### src/rtl/mul_ctl_pkg.sv
// rtl/mul_ctl_pkg.sv - op codes, control encodings and op decode shared by the multiplier issue controller
package mul_ctl_pkg;

  typedef enum logic [3:0] {
    OP_NOP     = 4'b0000,
    OP_MUL     = 4'b0001,
    OP_MAC_ADD = 4'b0010,
    OP_MAC_SUB = 4'b0011,
    OP_RN_MR0  = 4'b0100,
    OP_RN_MR1  = 4'b0101,
    OP_RN_MR2  = 4'b0110,
    OP_MR0_RN  = 4'b0111,
    OP_MR1_RN  = 4'b1000,
    OP_MR2_RN  = 4'b1001,
    OP_SAT_MR  = 4'b1010
  } mul_op_e;

  // Multiplier operation class
  localparam logic [1:0] CLS_MOVE    = 2'b00;
  localparam logic [1:0] CLS_PRODUCT = 2'b01;
  localparam logic [1:0] CLS_MAC_ADD = 2'b10;
  localparam logic [1:0] CLS_MAC_SUB = 2'b11;

  // MR slice select for move-class ops; SC_SAT selects saturation of MR
  localparam logic [1:0] SC_MR0 = 2'b00;
  localparam logic [1:0] SC_MR1 = 2'b01;
  localparam logic [1:0] SC_MR2 = 2'b10;
  localparam logic [1:0] SC_SAT = 2'b11;

  // Bit positions inside dec_mul_dtsts / ps_mul_dtsts
  localparam int DTSTS_RND_PRDT = 0;
  localparam int DTSTS_IBF      = 1;
  localparam int DTSTS_RXUBS    = 2;
  localparam int DTSTS_RYUBS    = 3;

  // Execute-stage occupancy
  typedef enum logic {
    ST_IDLE = 1'b0,
    ST_EXEC = 1'b1
  } pipe_state_e;

  typedef struct packed {
    logic       legal;
    logic       nop;
    logic [1:0] cls;
    logic [1:0] sc;
    logic       otreg_fixed;     // destination when the op itself fixes it
    logic       otreg_from_dec;  // destination taken from dec_mul_otreg
    logic       reads_rx;
    logic       reads_ry;
    logic       flag_op;         // op updates the multiplier status flags
  } op_dec_t;

  function automatic op_dec_t decode_op(input logic [3:0] op);
    op_dec_t d;
    d       = '0;
    d.legal = 1'b1;
    case (op)
      OP_NOP:     d.nop = 1'b1;
      OP_MUL:     begin d.cls = CLS_PRODUCT; d.otreg_from_dec = 1'b1; d.reads_rx = 1'b1; d.reads_ry = 1'b1; end
      OP_MAC_ADD: begin d.cls = CLS_MAC_ADD; d.otreg_from_dec = 1'b1; d.reads_rx = 1'b1; d.reads_ry = 1'b1; end
      OP_MAC_SUB: begin d.cls = CLS_MAC_SUB; d.otreg_from_dec = 1'b1; d.reads_rx = 1'b1; d.reads_ry = 1'b1; end
      OP_RN_MR0:  d.sc = SC_MR0;
      OP_RN_MR1:  d.sc = SC_MR1;
      OP_RN_MR2:  d.sc = SC_MR2;
      OP_MR0_RN:  begin d.sc = SC_MR0; d.otreg_fixed = 1'b1; d.reads_rx = 1'b1; end
      OP_MR1_RN:  begin d.sc = SC_MR1; d.otreg_fixed = 1'b1; d.reads_rx = 1'b1; end
      OP_MR2_RN:  begin d.sc = SC_MR2; d.otreg_fixed = 1'b1; d.reads_rx = 1'b1; end
      OP_SAT_MR:  begin d.sc = SC_SAT; d.otreg_fixed = 1'b1; end
      default:    d.legal = 1'b0;
    endcase
    d.flag_op = d.legal && !d.nop && ((d.cls != CLS_MOVE) || (d.sc == SC_SAT));
    return d;
  endfunction

endpackage

### src/rtl/mul_issue_ctl_if.sv
// rtl/mul_issue_ctl_if.sv - decoder, multiplier, writeback and flag signals of the multiplier issue controller
interface mul_issue_ctl_if #(
  parameter int RF_ADDRSIZE = 4
);

  // decoder side
  logic                   dec_mul_vld;
  logic                   mul_dec_rdy;
  logic [3:0]             dec_mul_op;
  logic                   dec_mul_float;
  logic                   dec_mul_trunc;
  logic [3:0]             dec_mul_dtsts;
  logic                   dec_mul_otreg;
  logic                   dec_cond_pass;
  logic [RF_ADDRSIZE-1:0] dec_rx;
  logic [RF_ADDRSIZE-1:0] dec_ry;
  logic [RF_ADDRSIZE-1:0] dec_rd;

  // multiplier control
  logic                   ps_mul_en;
  logic                   ps_mul_float;
  logic                   ps_mul_otreg;
  logic                   ps_mul_trunc;
  logic [3:0]             ps_mul_dtsts;
  logic [1:0]             ps_mul_cls;
  logic [1:0]             ps_mul_sc;

  // multiplier flags
  logic                   mul_ps_mv;
  logic                   mul_ps_mn;
  logic                   mul_ps_mu;
  logic                   mul_ps_mi;

  // writeback and status
  logic                   wb_we;
  logic [RF_ADDRSIZE-1:0] wb_rd;
  logic                   astat_mv;
  logic                   astat_mn;
  logic                   astat_mu;
  logic                   astat_mi;
  logic                   stky_mv;
  logic                   stky_mu;
  logic                   stky_mi;
  logic                   stky_clr;
  logic                   illegal_op;

  modport master (
    output dec_mul_vld, dec_mul_op, dec_mul_float, dec_mul_trunc, dec_mul_dtsts,
           dec_mul_otreg, dec_cond_pass, dec_rx, dec_ry, dec_rd,
           mul_ps_mv, mul_ps_mn, mul_ps_mu, mul_ps_mi, stky_clr,
    input  mul_dec_rdy, ps_mul_en, ps_mul_float, ps_mul_otreg, ps_mul_trunc,
           ps_mul_dtsts, ps_mul_cls, ps_mul_sc, wb_we, wb_rd,
           astat_mv, astat_mn, astat_mu, astat_mi, stky_mv, stky_mu, stky_mi, illegal_op
  );

  modport slave (
    input  dec_mul_vld, dec_mul_op, dec_mul_float, dec_mul_trunc, dec_mul_dtsts,
           dec_mul_otreg, dec_cond_pass, dec_rx, dec_ry, dec_rd,
           mul_ps_mv, mul_ps_mn, mul_ps_mu, mul_ps_mi, stky_clr,
    output mul_dec_rdy, ps_mul_en, ps_mul_float, ps_mul_otreg, ps_mul_trunc,
           ps_mul_dtsts, ps_mul_cls, ps_mul_sc, wb_we, wb_rd,
           astat_mv, astat_mn, astat_mu, astat_mi, stky_mv, stky_mu, stky_mi, illegal_op
  );

endinterface

### src/rtl/mul_flag_reg.sv
// rtl/mul_flag_reg.sv - multiplier status flag capture with sticky accumulation
module mul_flag_reg (
  input  logic clk,
  input  logic reset,
  input  logic cap_i_i,      // flag op in its issue cycle: capture mi
  input  logic cap_e_i,      // flag op in its execute cycle: capture mv/mn/mu
  input  logic mv_i,
  input  logic mn_i,
  input  logic mu_i,
  input  logic mi_i,
  input  logic stky_clr_i,
  output logic astat_mv_o,
  output logic astat_mn_o,
  output logic astat_mu_o,
  output logic astat_mi_o,
  output logic stky_mv_o,
  output logic stky_mu_o,
  output logic stky_mi_o
);

  logic astat_mv_q, astat_mn_q, astat_mu_q, astat_mi_q;
  logic stky_mv_q, stky_mu_q, stky_mi_q;
  logic stky_mv_d, stky_mu_d, stky_mi_d;

  // Sticky next state: a capture of 1 wins over a simultaneous clear
  always_comb begin
    stky_mv_d = (stky_mv_q && !stky_clr_i) || (cap_e_i && mv_i);
    stky_mu_d = (stky_mu_q && !stky_clr_i) || (cap_e_i && mu_i);
    stky_mi_d = (stky_mi_q && !stky_clr_i) || (cap_i_i && mi_i);
  end

  // Capture architectural flags and update sticky flags
  always_ff @(posedge clk) begin
    if (!reset) begin
      astat_mv_q <= 1'b0;
      astat_mn_q <= 1'b0;
      astat_mu_q <= 1'b0;
      astat_mi_q <= 1'b0;
      stky_mv_q  <= 1'b0;
      stky_mu_q  <= 1'b0;
      stky_mi_q  <= 1'b0;
    end else begin
      if (cap_i_i) begin
        astat_mi_q <= mi_i;
      end
      if (cap_e_i) begin
        astat_mv_q <= mv_i;
        astat_mn_q <= mn_i;
        astat_mu_q <= mu_i;
      end
      stky_mv_q <= stky_mv_d;
      stky_mu_q <= stky_mu_d;
      stky_mi_q <= stky_mi_d;
    end
  end

  assign astat_mv_o = astat_mv_q;
  assign astat_mn_o = astat_mn_q;
  assign astat_mu_o = astat_mu_q;
  assign astat_mi_o = astat_mi_q;
  assign stky_mv_o  = stky_mv_q;
  assign stky_mu_o  = stky_mu_q;
  assign stky_mi_o  = stky_mi_q;

endmodule

### src/rtl/mul_issue_ctl.sv
// rtl/mul_issue_ctl.sv - multiplier issue controller: decode, RAW interlock, issue/execute pipeline, writeback
module mul_issue_ctl
  import mul_ctl_pkg::*;
#(
  parameter int RF_ADDRSIZE = 4
) (
  input  logic           clk,
  input  logic           reset,
  mul_issue_ctl_if.slave bus
);

  op_dec_t                dec;
  logic                   hazard;
  logic                   rdy;
  logic                   accept;
  logic                   issue;
  logic                   ps_otreg_d;
  logic [3:0]             ps_dtsts_d;

  // issue-cycle registers
  logic                   ps_mul_en_q;
  logic                   ps_mul_float_q;
  logic                   ps_mul_otreg_q;
  logic                   ps_mul_trunc_q;
  logic [3:0]             ps_mul_dtsts_q;
  logic [1:0]             ps_mul_cls_q;
  logic [1:0]             ps_mul_sc_q;
  logic [RF_ADDRSIZE-1:0] i_rd_q;
  logic                   i_flag_op_q;
  logic                   illegal_q;

  // execute-cycle registers
  pipe_state_e            state_q;
  logic                   e_flag_op_q;
  logic                   wb_we_q;
  logic [RF_ADDRSIZE-1:0] wb_rd_q;

  logic                   cap_i;
  logic                   cap_e;
  logic                   astat_mv, astat_mn, astat_mu, astat_mi;
  logic                   stky_mv, stky_mu, stky_mi;

  // Decode the op currently offered by the decoder
  always_comb dec = decode_op(bus.dec_mul_op);

  // RAW check against the Rn-writing op sitting in its issue cycle; its
  // result lands in the execute cycle, so a single bubble covers it
  always_comb begin
    hazard = 1'b0;
    if (bus.dec_mul_vld && ps_mul_en_q && !ps_mul_otreg_q) begin
      if (dec.reads_rx && (bus.dec_rx == i_rd_q)) hazard = 1'b1;
      if (dec.reads_ry && (bus.dec_ry == i_rd_q)) hazard = 1'b1;
    end
  end

  // Ready depends only on reset, the decoder inputs and registered state
  assign rdy    = reset && !hazard;
  assign accept = bus.dec_mul_vld && rdy;
  assign issue  = accept && bus.dec_cond_pass && dec.legal && !dec.nop;

  // Destination select and data-type status for the op being issued
  always_comb begin
    ps_otreg_d = dec.otreg_fixed;
    if (dec.otreg_from_dec) ps_otreg_d = bus.dec_mul_otreg;
    ps_dtsts_d                 = '0;
    ps_dtsts_d[DTSTS_RND_PRDT] = bus.dec_mul_dtsts[DTSTS_RND_PRDT];
    ps_dtsts_d[DTSTS_IBF]      = bus.dec_mul_dtsts[DTSTS_IBF];
    ps_dtsts_d[DTSTS_RXUBS]    = bus.dec_mul_dtsts[DTSTS_RXUBS];
    ps_dtsts_d[DTSTS_RYUBS]    = bus.dec_mul_dtsts[DTSTS_RYUBS];
  end

  // Issue stage: enable pulses one cycle per issued op, control fields hold
  always_ff @(posedge clk) begin
    if (!reset) begin
      ps_mul_en_q    <= 1'b0;
      ps_mul_float_q <= 1'b0;
      ps_mul_otreg_q <= 1'b0;
      ps_mul_trunc_q <= 1'b0;
      ps_mul_dtsts_q <= '0;
      ps_mul_cls_q   <= '0;
      ps_mul_sc_q    <= '0;
      i_rd_q         <= '0;
      i_flag_op_q    <= 1'b0;
      illegal_q      <= 1'b0;
    end else begin
      ps_mul_en_q <= issue;
      illegal_q   <= accept && !dec.legal;
      if (issue) begin
        ps_mul_float_q <= bus.dec_mul_float;
        ps_mul_otreg_q <= ps_otreg_d;
        ps_mul_trunc_q <= bus.dec_mul_trunc;
        ps_mul_dtsts_q <= ps_dtsts_d;
        ps_mul_cls_q   <= dec.cls;
        ps_mul_sc_q    <= dec.sc;
        i_rd_q         <= bus.dec_rd;
        i_flag_op_q    <= dec.flag_op;
      end
    end
  end

  // Execute-stage FSM with registered writeback outputs
  always_ff @(posedge clk) begin
    if (!reset) begin
      state_q     <= ST_IDLE;
      e_flag_op_q <= 1'b0;
      wb_we_q     <= 1'b0;
      wb_rd_q     <= '0;
    end else begin
      e_flag_op_q <= ps_mul_en_q && i_flag_op_q;
      wb_we_q     <= ps_mul_en_q && !ps_mul_otreg_q;
      if (ps_mul_en_q) wb_rd_q <= i_rd_q;
      case (state_q)
        ST_IDLE: if (ps_mul_en_q)  state_q <= ST_EXEC;
        ST_EXEC: if (!ps_mul_en_q) state_q <= ST_IDLE;
        default: state_q <= ST_IDLE;
      endcase
    end
  end

  assign cap_i = ps_mul_en_q && i_flag_op_q;
  assign cap_e = (state_q == ST_EXEC) && e_flag_op_q;

  mul_flag_reg u_flag_reg (
    .clk        (clk),
    .reset      (reset),
    .cap_i_i    (cap_i),
    .cap_e_i    (cap_e),
    .mv_i       (bus.mul_ps_mv),
    .mn_i       (bus.mul_ps_mn),
    .mu_i       (bus.mul_ps_mu),
    .mi_i       (bus.mul_ps_mi),
    .stky_clr_i (bus.stky_clr),
    .astat_mv_o (astat_mv),
    .astat_mn_o (astat_mn),
    .astat_mu_o (astat_mu),
    .astat_mi_o (astat_mi),
    .stky_mv_o  (stky_mv),
    .stky_mu_o  (stky_mu),
    .stky_mi_o  (stky_mi)
  );

  assign bus.mul_dec_rdy  = rdy;
  assign bus.ps_mul_en    = ps_mul_en_q;
  assign bus.ps_mul_float = ps_mul_float_q;
  assign bus.ps_mul_otreg = ps_mul_otreg_q;
  assign bus.ps_mul_trunc = ps_mul_trunc_q;
  assign bus.ps_mul_dtsts = ps_mul_dtsts_q;
  assign bus.ps_mul_cls   = ps_mul_cls_q;
  assign bus.ps_mul_sc    = ps_mul_sc_q;
  assign bus.wb_we        = wb_we_q;
  assign bus.wb_rd        = wb_rd_q;
  assign bus.astat_mv     = astat_mv;
  assign bus.astat_mn     = astat_mn;
  assign bus.astat_mu     = astat_mu;
  assign bus.astat_mi     = astat_mi;
  assign bus.stky_mv      = stky_mv;
  assign bus.stky_mu      = stky_mu;
  assign bus.stky_mi      = stky_mi;
  assign bus.illegal_op   = illegal_q;

endmodule

### src/flat_wrapper.sv
// flat-port wrapper written by rule: the top's interface ports become plain ports
module mul_issue_ctl_flat import mul_ctl_pkg::*;
#(
  parameter int RF_ADDRSIZE = 4
)
  (clk, reset, bus_dec_mul_vld, bus_dec_mul_op, bus_dec_mul_float, bus_dec_mul_trunc, bus_dec_mul_dtsts, bus_dec_mul_otreg, bus_dec_cond_pass, bus_dec_rx, bus_dec_ry, bus_dec_rd, bus_mul_ps_mv, bus_mul_ps_mn, bus_mul_ps_mu, bus_mul_ps_mi, bus_stky_clr, bus_mul_dec_rdy, bus_ps_mul_en, bus_ps_mul_float, bus_ps_mul_otreg, bus_ps_mul_trunc, bus_ps_mul_dtsts, bus_ps_mul_cls, bus_ps_mul_sc, bus_wb_we, bus_wb_rd, bus_astat_mv, bus_astat_mn, bus_astat_mu, bus_astat_mi, bus_stky_mv, bus_stky_mu, bus_stky_mi, bus_illegal_op);
  mul_issue_ctl_if #(.RF_ADDRSIZE(RF_ADDRSIZE)) bus_i ();
  input  logic clk;
  input  logic reset;
  input wire logic [$bits(bus_i.dec_mul_vld)-1:0] bus_dec_mul_vld;
  input wire logic [$bits(bus_i.dec_mul_op)-1:0] bus_dec_mul_op;
  input wire logic [$bits(bus_i.dec_mul_float)-1:0] bus_dec_mul_float;
  input wire logic [$bits(bus_i.dec_mul_trunc)-1:0] bus_dec_mul_trunc;
  input wire logic [$bits(bus_i.dec_mul_dtsts)-1:0] bus_dec_mul_dtsts;
  input wire logic [$bits(bus_i.dec_mul_otreg)-1:0] bus_dec_mul_otreg;
  input wire logic [$bits(bus_i.dec_cond_pass)-1:0] bus_dec_cond_pass;
  input wire logic [$bits(bus_i.dec_rx)-1:0] bus_dec_rx;
  input wire logic [$bits(bus_i.dec_ry)-1:0] bus_dec_ry;
  input wire logic [$bits(bus_i.dec_rd)-1:0] bus_dec_rd;
  input wire logic [$bits(bus_i.mul_ps_mv)-1:0] bus_mul_ps_mv;
  input wire logic [$bits(bus_i.mul_ps_mn)-1:0] bus_mul_ps_mn;
  input wire logic [$bits(bus_i.mul_ps_mu)-1:0] bus_mul_ps_mu;
  input wire logic [$bits(bus_i.mul_ps_mi)-1:0] bus_mul_ps_mi;
  input wire logic [$bits(bus_i.stky_clr)-1:0] bus_stky_clr;
  output wire logic [$bits(bus_i.mul_dec_rdy)-1:0] bus_mul_dec_rdy;
  output wire logic [$bits(bus_i.ps_mul_en)-1:0] bus_ps_mul_en;
  output wire logic [$bits(bus_i.ps_mul_float)-1:0] bus_ps_mul_float;
  output wire logic [$bits(bus_i.ps_mul_otreg)-1:0] bus_ps_mul_otreg;
  output wire logic [$bits(bus_i.ps_mul_trunc)-1:0] bus_ps_mul_trunc;
  output wire logic [$bits(bus_i.ps_mul_dtsts)-1:0] bus_ps_mul_dtsts;
  output wire logic [$bits(bus_i.ps_mul_cls)-1:0] bus_ps_mul_cls;
  output wire logic [$bits(bus_i.ps_mul_sc)-1:0] bus_ps_mul_sc;
  output wire logic [$bits(bus_i.wb_we)-1:0] bus_wb_we;
  output wire logic [$bits(bus_i.wb_rd)-1:0] bus_wb_rd;
  output wire logic [$bits(bus_i.astat_mv)-1:0] bus_astat_mv;
  output wire logic [$bits(bus_i.astat_mn)-1:0] bus_astat_mn;
  output wire logic [$bits(bus_i.astat_mu)-1:0] bus_astat_mu;
  output wire logic [$bits(bus_i.astat_mi)-1:0] bus_astat_mi;
  output wire logic [$bits(bus_i.stky_mv)-1:0] bus_stky_mv;
  output wire logic [$bits(bus_i.stky_mu)-1:0] bus_stky_mu;
  output wire logic [$bits(bus_i.stky_mi)-1:0] bus_stky_mi;
  output wire logic [$bits(bus_i.illegal_op)-1:0] bus_illegal_op;
  assign bus_i.dec_mul_vld = bus_dec_mul_vld;
  assign bus_i.dec_mul_op = bus_dec_mul_op;
  assign bus_i.dec_mul_float = bus_dec_mul_float;
  assign bus_i.dec_mul_trunc = bus_dec_mul_trunc;
  assign bus_i.dec_mul_dtsts = bus_dec_mul_dtsts;
  assign bus_i.dec_mul_otreg = bus_dec_mul_otreg;
  assign bus_i.dec_cond_pass = bus_dec_cond_pass;
  assign bus_i.dec_rx = bus_dec_rx;
  assign bus_i.dec_ry = bus_dec_ry;
  assign bus_i.dec_rd = bus_dec_rd;
  assign bus_i.mul_ps_mv = bus_mul_ps_mv;
  assign bus_i.mul_ps_mn = bus_mul_ps_mn;
  assign bus_i.mul_ps_mu = bus_mul_ps_mu;
  assign bus_i.mul_ps_mi = bus_mul_ps_mi;
  assign bus_i.stky_clr = bus_stky_clr;
  assign bus_mul_dec_rdy = bus_i.mul_dec_rdy;
  assign bus_ps_mul_en = bus_i.ps_mul_en;
  assign bus_ps_mul_float = bus_i.ps_mul_float;
  assign bus_ps_mul_otreg = bus_i.ps_mul_otreg;
  assign bus_ps_mul_trunc = bus_i.ps_mul_trunc;
  assign bus_ps_mul_dtsts = bus_i.ps_mul_dtsts;
  assign bus_ps_mul_cls = bus_i.ps_mul_cls;
  assign bus_ps_mul_sc = bus_i.ps_mul_sc;
  assign bus_wb_we = bus_i.wb_we;
  assign bus_wb_rd = bus_i.wb_rd;
  assign bus_astat_mv = bus_i.astat_mv;
  assign bus_astat_mn = bus_i.astat_mn;
  assign bus_astat_mu = bus_i.astat_mu;
  assign bus_astat_mi = bus_i.astat_mi;
  assign bus_stky_mv = bus_i.stky_mv;
  assign bus_stky_mu = bus_i.stky_mu;
  assign bus_stky_mi = bus_i.stky_mi;
  assign bus_illegal_op = bus_i.illegal_op;
  mul_issue_ctl #(.RF_ADDRSIZE(RF_ADDRSIZE)) u_core (.clk(clk), .reset(reset), .bus(bus_i));
endmodule
### config.mk
export PLATFORM = sky130hd
export DESIGN_NAME = mul_issue_ctl_flat
export DESIGN_NICKNAME = d
export VERILOG_FILES = /design/src/rtl/mul_ctl_pkg.sv /design/src/rtl/mul_issue_ctl_if.sv /design/src/rtl/mul_flag_reg.sv /design/src/rtl/mul_issue_ctl.sv /design/src/flat_wrapper.sv
export SDC_FILE = /design/constraint.sdc
export NUM_CORES = 1
export LEC_CHECK = 0
export ABC_AREA = 1
export BUFFER_PORTS_ARGS = -buffer_cell sky130_fd_sc_hd__buf_4
export CAP_MARGIN = 20
export CORE_ASPECT_RATIO = 0.7
export CORE_MARGIN = 8
export CORE_UTILIZATION = 40
export CTS_CLUSTER_SIZE = 20
export DETAILED_ROUTE_END_ITERATION = 7
export PLACE_DENSITY = 0.68
export SYNTH_ARGS = -nofsm -noshare
export SYNTH_HDL_FRONTEND = slang
export SYNTH_HIERARCHICAL = 1
export SYNTH_SLANG_ARGS = --single-unit
### constraint.sdc
create_clock -name clk -period 2.05 [get_ports clk]
set_clock_uncertainty 0.2 [all_clocks]
set_input_delay 0.3075 -clock clk [delete_from_list [all_inputs] [get_ports clk]]
set_output_delay 0.3075 -clock clk [all_outputs]
set_load 0.02 [all_outputs]
# After elaboration in Yosys (flattened, before gate mapping)
# Index checks and enable logic that the tools add are counted.
# totals
ff_bits	32
word_cells	84
# op_classes
n_reduce_logical	38
muxes	12
eq_ne	13
# op_table
operator	count
$logic_and A1 B1 Y1	21
$eq A4 B3 Y1 const B	4
$eq A4 B4 Y1 const B	3
$pmux W2 S3	2
$reduce_or A11 Y1	1
$mux W1	10
$eq A4 B2 Y1 const B	2
$eq A4 B4 Y1	2
$reduce_or A6 Y1	1
$logic_not A1 Y1	5
$eq A4 B1 Y1 const B	1
$logic_not A4 Y1	1
$logic_or A1 B1 Y1	4
$reduce_or A2 Y1	2
$reduce_or A4 Y1	1
$reduce_or A3 Y1	1
$eq A2 B2 Y1 const B	1
$reduce_bool A2 Y1	1

# Depth between registers and ports, before layout
# Gate-level depths: netlist of run 1.
# depth
word_depth	13
ltp_mapped	13

# Hierarchy
# The synthesis of run 1 kept the hierarchy.
# modules_own_cells
module	seq_area_each_um2	instances	cells_per_inst	area_each_um2
mul_issue_ctl	500.5	1	191	1234.9
mul_flag_reg	140.1	1	29	231.5

# Worst setup path before layout of run 1
# Ideal clock, no wire load.
# synth_path
path_type	input to output
from	input port bus_dec_mul_op[2]
to	output port bus_mul_dec_rdy
slack_ps	476
arrival_ps	1066
path_stages	8
required_ps	1542
path_cell_list	inv_2 nand2_2 inv_1 nand2_1 nand3_1 nand2_1 inv_2 a21oi_1
# synth_between
elab_chain_cells	9
# synth_lines
item	line_no	text
start: declaration	flat_wrapper.sv:11	input wire logic [$bits(bus_i.dec_mul_op)-1:0] bus_dec_mul_op;
$eq A4 B1 Y1, or another cell as far along	mul_ctl_pkg.sv:58	case (op)
$reduce_or A6 Y1 (no source line)	-	
$mux W1	mul_ctl_pkg.sv:58	
$logic_and A1 B1 Y1	mul_issue_ctl.sv:51	if (dec.reads_rx && (bus.dec_rx == i_rd_q)) hazard = 1'b1;
$mux W1	mul_issue_ctl.sv:51	
$mux W1 (*)	mul_issue_ctl.sv:52	if (dec.reads_ry && (bus.dec_ry == i_rd_q)) hazard = 1'b1;
$mux W1 (*)	mul_issue_ctl.sv:50	if (bus.dec_mul_vld && ps_mul_en_q && !ps_mul_otreg_q) begin
$logic_not A1 Y1 (*)	mul_issue_ctl.sv:57	assign rdy = reset && !hazard;
$logic_and A1 B1 Y1 (*)	mul_issue_ctl.sv:57	
end: declaration	flat_wrapper.sv:25	output wire logic [$bits(bus_i.mul_dec_rdy)-1:0] bus_mul_dec_rdy;
# Mark *: on every way between the ends. The rest lies on a longest branch, timed or not.

# Worst setup path in the final report of run 1
# layout_path
from	register u_core.i_rd_q[1]
to	output port bus_mul_dec_rdy
# layout_between
elab_chain_cells	7
# layout_lines
item	line_no	text
start: declaration	mul_issue_ctl.sv:28	logic [RF_ADDRSIZE-1:0] i_rd_q;
start signal: assignment	mul_issue_ctl.sv:95	i_rd_q <= bus.dec_rd;
$eq A4 B4 Y1	mul_issue_ctl.sv:51	
$logic_and A1 B1 Y1	mul_issue_ctl.sv:51	
$mux W1	mul_issue_ctl.sv:51	
$mux W1 (*)	mul_issue_ctl.sv:52	
$mux W1 (*)	mul_issue_ctl.sv:50	
$logic_not A1 Y1 (*)	mul_issue_ctl.sv:57	
$logic_and A1 B1 Y1 (*)	mul_issue_ctl.sv:57	
# Marked as above.

==> metrics.txt, run 1 <==
status completed; Crit Reg-Reg Startpoint u_core/i_rd_q[1]; most frequent CP cell nand2_1; RSZ-0062 raised after global routing no; critical-path cell list inv_1 -> nand2_1 -> nand2_1 -> nand2_1 -> nor2_1 -> nand2_1 -> nand2_1 -> a21oi_2 -> buf_4; min Tclk post-route between 1.5 and 2 ns; Worst Hold Launch bus_dec_mul_dtsts[3]; Site Rows 18; kind of critical path register to output pin; Tot GR Track Use 0.126; Skew-Pair Late Insertion Delay 0.28 ns; Clock Pin Slew Worst Setup and Hold Paths 0.07 ns; clock share of power 0.412; post-route cell area 2050 um^2; Ports 58; number of flops mapped to enable cells by yosys 0; Switch Pwr 347 uW; share of synthesized flip-flops with an asynchronous set or reset 0; worst hold slack 0.0522 ns; layout cell share with drive strength beyond 1 0.285; ANT cells 0; Crit. End Element output pin; worst path bufs/invs 2; Final ANT Viol Nets 0; data arrival time of the worst path around 1.3 ns; total power draw 1.44 mW; final hold vios 0; Top FF cell, synth dfxtp_1; Clock Tree Root clkbuf_8; Max Root-Sink Buffers 2; Layout Nets around 310; Placed Area about 1900 um^2; max cap viols 0; Max Fclk 542 MHz; Static Leakage 1.14 nW; Syn Area/Cell 6.67 um^2; Core Area between 3000 and 4000 um^2; initial antenna violation count 0; DP Wirelength 2860 um; WL per Instance 11.2 um; Die ar. 5890 um^2; Seq cells post-synth 32; Max IR drop VDD 0.390 mV; cell area power density 700 nW/um^2; # fillers 353; Slew Limit Headroom 0.826; Starting Density 0.417; crit-path max FO 4; Final Core Density 0.585; Final period util 0.900; RePlAce Congestion slightly above 0.9; CP max stage delay 0.35 ns; final WL between 3000 and 4000 um; synthesized net count 252; H-tree Lvls 2; drt pass-1 iters 4; Seq pwr share 0.453; Critical path origin u_core/i_rd_q[1]; Worst Path Required 1.54 ns; largest net degree at the start of global routing 25; Comb pwr share 0.135; crit-path leading delay family flip-flops; CTS tree built; unique cell type count in the Yosys netlist 19; DIE HEIGHT 66.7 um; Ys Warns 6; Area contributors post-synth dfxtp_1 (44%), nand2_1 (16%), nor2_1 (11%); Setup-failing EPs final 0; Vias/cell between 4 and 5; sequential element share of the synthesized area 0.437; Synth top cells by count nand2_1 (64), nor2_1 (44), dfxtp_1 (32); fin. max-slew vios 0; Clock Sinks 32; most numerous cell in the Yosys netlist nand2_1; IO Port Bufs 57; drt drc 0; total grt overflow 0; post-synthesis cell area 1470 um^2; die width around 88 um; vias in the first global route 1309; total CTS buffers 5; global-route wire length before repair roughly 6000 um; drt first-iter violations 38; startpoint types register; via count 1420; Synth Instances 220; largest area contributor in the netlist dfxtp_1; switching part of the total 0.241; slowest library cell on the worst path dfxtp_1; Power Internal 1.09 mW; Hold WC Path Type input pin to register; setup TNS 0 ns; P&R area growth vs syn 40.1%; Worst-Margin Slew roughly 0.26 ns; top cell type's share of synthesized area 0.437
-- cells by family after synthesis --
family	share of synthesized area
AO/OA/AOI/OAI	0.0768
buffers and inverters	0.123
flip-flops	0.437
AND/OR/NAND/NOR	0.334
XOR/XNOR	0.0299
-- final timing paths --
check                                     end  slack, ns  cells after the start
hold / removal     u_core/bus.ps_mul_dtsts[3]       0.05                      3
setup / recovery              bus_mul_dec_rdy       0.20                      9
hold reg to reg   u_core/u_flag_reg/stky_mv_o       0.26                      2
setup reg to reg     u_core/bus.ps_mul_cls[0]       0.31                     13
-- placed cells by master, fill, tap and decap left out --
cell / n
buf_12: 1
nor2_2: 2
a21oi_2: 1
a21oi_1: 12
clkinv_2: 1
xor2_1: 5
nand3_2: 1
and3_1: 1
o21ai_1: 1
inv_2: 6
nand4_1: 1
nand4_4: 1
o21ai_0: 7
buf_4: 58
inv_1: 30
bufinv_16: 1
clkinvlp_4: 1
o21bai_1: 1
dfxtp_1: 32
nand2_1: 64
nand3_1: 3
nand2_2: 2
clkbuf_8: 5
nor2_1: 44
-- final cells by class --
| cell class | count | area [um^2] | area share |
|---|---|---|---|
| Tap cell | 50 | 62.6 | 0.0305 |
| Timing Repair Buffer | 59 | 455 | 0.222 |
| Multi-Input combinational cell | 146 | 649 | 0.316 |
| Clock inverter | 3 | 42.5 | 0.0207 |
| Inverter | 36 | 135 | 0.0658 |
| Sequential cell | 32 | 641 | 0.312 |
| Clock buffer | 5 | 68.8 | 0.0335 |
-- repair_timing --
item                                   CTS  global route
endpoints found under the hold margin    0             0
resized for setup                        0             1
hold buffers                             0             0
setup endpoints to repair                0             1
buffers inserted                         0             0
-- worst register-to-register path, stage by stage, from the launching register on --
cell and delay, ns:
dfxtp_1 0.35, inv_1 0.09, nand2_1 0.06, nand2_1 0.05
nand2_1 0.07, nor2_1 0.04, nand2_1 0.05, nand2_1 0.07
nand2_1 0.10, nand4_4 0.18, buf_12 0.22, nand2_1 0.07
nand2_1 0.06, nor2_1 0.08
-- per-layer routing --
| metal | part of all wire | track usage |
|---|---|---|
| met5 | 0 | 0 |
| met3 | 0.094 | 0.0627 |
| met4 | 0.0049 | 0.0314 |
| met1 | 0.48 | 0.159 |
| met2 | 0.42 | 0.187 |
-- power by group through the flow --
stage,combinational [mW],sequential [mW],clock [mW]
global route,0.215,0.653,0.640
global placement,0.193,0.666,0
floorplan,0.0858,0.681,0
CTS,0.195,0.651,0.608
finish,0.194,0.651,0.592
detailed placement,0.194,0.665,0
-- metrics by stage --
stage	cells	setup WS [ns]
after CTS	331	0.163
final	331	0.205
after global routing	331	0.0644
after global placement	323	0.235
after floorplan	220	0.476
after detailed placement	323	0.217
-- sequential cells by signal, summed over array words and instances (netlist names), 2 cells and up --
| signal | flops |
|---|---|
| u_core/bus.ps_mul_dtsts | 4 |
| u_core/bus.ps_mul_cls | 2 |
| u_core/bus.wb_rd | 4 |
| u_core/i_rd_q | 4 |
| u_core/bus.ps_mul_sc | 2 |
No activity file was read; power rests on OpenSTA's default activity.
==> inputs of run 2 (changes only) <==
- CELL_PAD_IN_SITES_DETAIL_PLACEMENT: default -> 0
- CELL_PAD_IN_SITES_GLOBAL_PLACEMENT: default -> 1
- CORE_UTILIZATION: 40 -> 32
- PLACE_DENSITY: 0.68 -> 0.78
==> run 2 against run 1 <==
Global-route usage fell by 1.7 points. Largest cell class unchanged. Highest routed layer unchanged. Non-clock buffer count did not move. Sequential share of layout area barely moved.
==> metrics.txt, run 2 (synthesis results as in run 1) <==
Tot GR Track Use 0.109; total grt overflow 0; post-route cell area 2060 um^2; final hold vios 0; Setup-failing EPs final 0; Site Rows 20; Hold WC Path Type input pin to register; Multi-input gate area 649 um^2; slowest library cell on the worst path dfxtp_1; setup TNS 0 ns; CP max stage delay around 0.35 ns; layout cell share with drive strength beyond 1 0.281; Max IR drop VDD about 0.42 mV; Worst Path Required 1.54 ns; drt pass-1 iters 4; RSZ-0062 raised after global routing no; Worst-Margin Slew 0.258 ns; DIE HEIGHT 72.6 um; Max Fclk 530 MHz; kind of critical path register to output pin; crit-path max FO 4; drt first-iter violations between 40 and 50; vias in the first global route roughly 1300; Static Leakage between 1 and 1.5 nW; WL per Instance 11.5 um; Clock Pin Slew Worst Setup and Hold Paths roughly 0.07 ns; data arrival time of the worst path 1.38 ns; Max Root-Sink Buffers 2; Clock Tree Root clkbuf_8; drt drc 0; via count about 1400; min Tclk post-route between 1.5 and 2 ns; most common cell after layout, fill and taps aside nand2_1; cell area power density 701 nW/um^2; Layout Nets 312; Slew Limit Headroom 0.828; Crit. End Element output pin; Starting Density 0.335; initial antenna violation count 0; FF+latch area 641 um^2; critical-path cell list inv_1 -> nand2_1 -> nand2_1 -> nand2_1 -> nor2_1 -> nand2_1 -> nand2_1 -> a21oi_2 -> buf_4; Clock Sinks 32; Core Area 4380 um^2; Final ANT Viol Nets 0; Die ar. 7040 um^2; largest net degree at the start of global routing 26; P&R area growth vs syn 40.3%; Placed Area 1950 um^2; most frequent CP cell nand2_1; max cap viols 0; final WL 3870 um; die width 96.9 um; status completed; IO Port Bufs 57; global-route wire length before repair roughly 6200 um; CTS tree built; ANT cells 0; DP Wirelength around 2900 um; startpoint types register; hold buffer count at CTS 0; total CTS buffers 5; most frequent cells in the layout nand2_1 (64), buf_4 (58), nor2_1 (44); fin. max-slew vios 0; Final period util 0.921; Vias/cell ~4.2; H-tree Lvls 2; Ports 58; Skew-Pair Late Insertion Delay 0.28 ns; RePlAce Congestion 0.864; # fillers 446
[run 2: where the power goes]
part	leakage (nW)	internal, mW	switching (mW)
clock	0.0552	0.360	0.235
sequential	0.260	0.640	0.0114
combinational	0.825	0.0907	0.105
[run 2: worst max-delay path: cells and delay by family (launching register included)]
family                 cells  cell delay (ns)
AOI/OAI and AO/OA          1             0.15
DFF                        1             0.35
and+or+nand+nor            6             0.35
buffers and inverters      2             0.26
[run 2: path summary, 6_finish.rpt]
path	depth (start not counted)	end	slack, ns	start
worst max-delay path	9	bus_mul_dec_rdy	0.16	u_core/i_rd_q[1]
worst min-delay path	3	u_core/u_flag_reg/astat_mn_o	0.05	bus_mul_ps_mn
worst max register to register	12	u_core/bus.ps_mul_sc[1]	0.30	u_core/i_rd_q[1]
worst min register to register	2	u_core/u_flag_reg/astat_mi_o	0.26	u_core/u_flag_reg/astat_mi_o
[run 2: per-layer routing]
metal / vias to the layer above / part of all wire / track usage
li1: 776 / - / -
met1: 595 / 0.52 / 0.144
met2: 42 / 0.38 / 0.141
met3: 5 / 0.094 / 0.0662
met4: 0 / 0.0088 / 0.0306
met5: - / 0 / 0
[run 2: final cells by class]
type                       count  area share
clock inverter                 2      0.0170
inverter                      36      0.0657
multi-input combinational    146       0.316
clock buffer                   6      0.0353
tap                           55      0.0335
timing repair buffer          59       0.221
sequential                    32       0.311
[run 2: stage by stage]
step | power [mW] | worst slack, ns | hold slack (ns) | instances | utilization
after CTS | 1.46 | 0.123 | 0.0384 | 336 | 0.469
after global routing | 1.50 | 0.0301 | 0.0386 | 336 | 0.470
after floorplan | 0.767 | 0.476 | 0.230 | 220 | -
after detailed placement | 0.861 | 0.211 | 0.253 | 328 | 0.444
after global placement | 0.863 | 0.227 | 0.252 | 328 | 0.444
final | 1.44 | 0.162 | 0.0457 | 336 | 0.470
[run 2: repair_timing]
| action | 4_1_cts | 5_1_grt |
|---|---|---|
| resized for setup | 0 | 1 |
| buffers inserted | 0 | 0 |
| setup endpoints to repair | 0 | 1 |
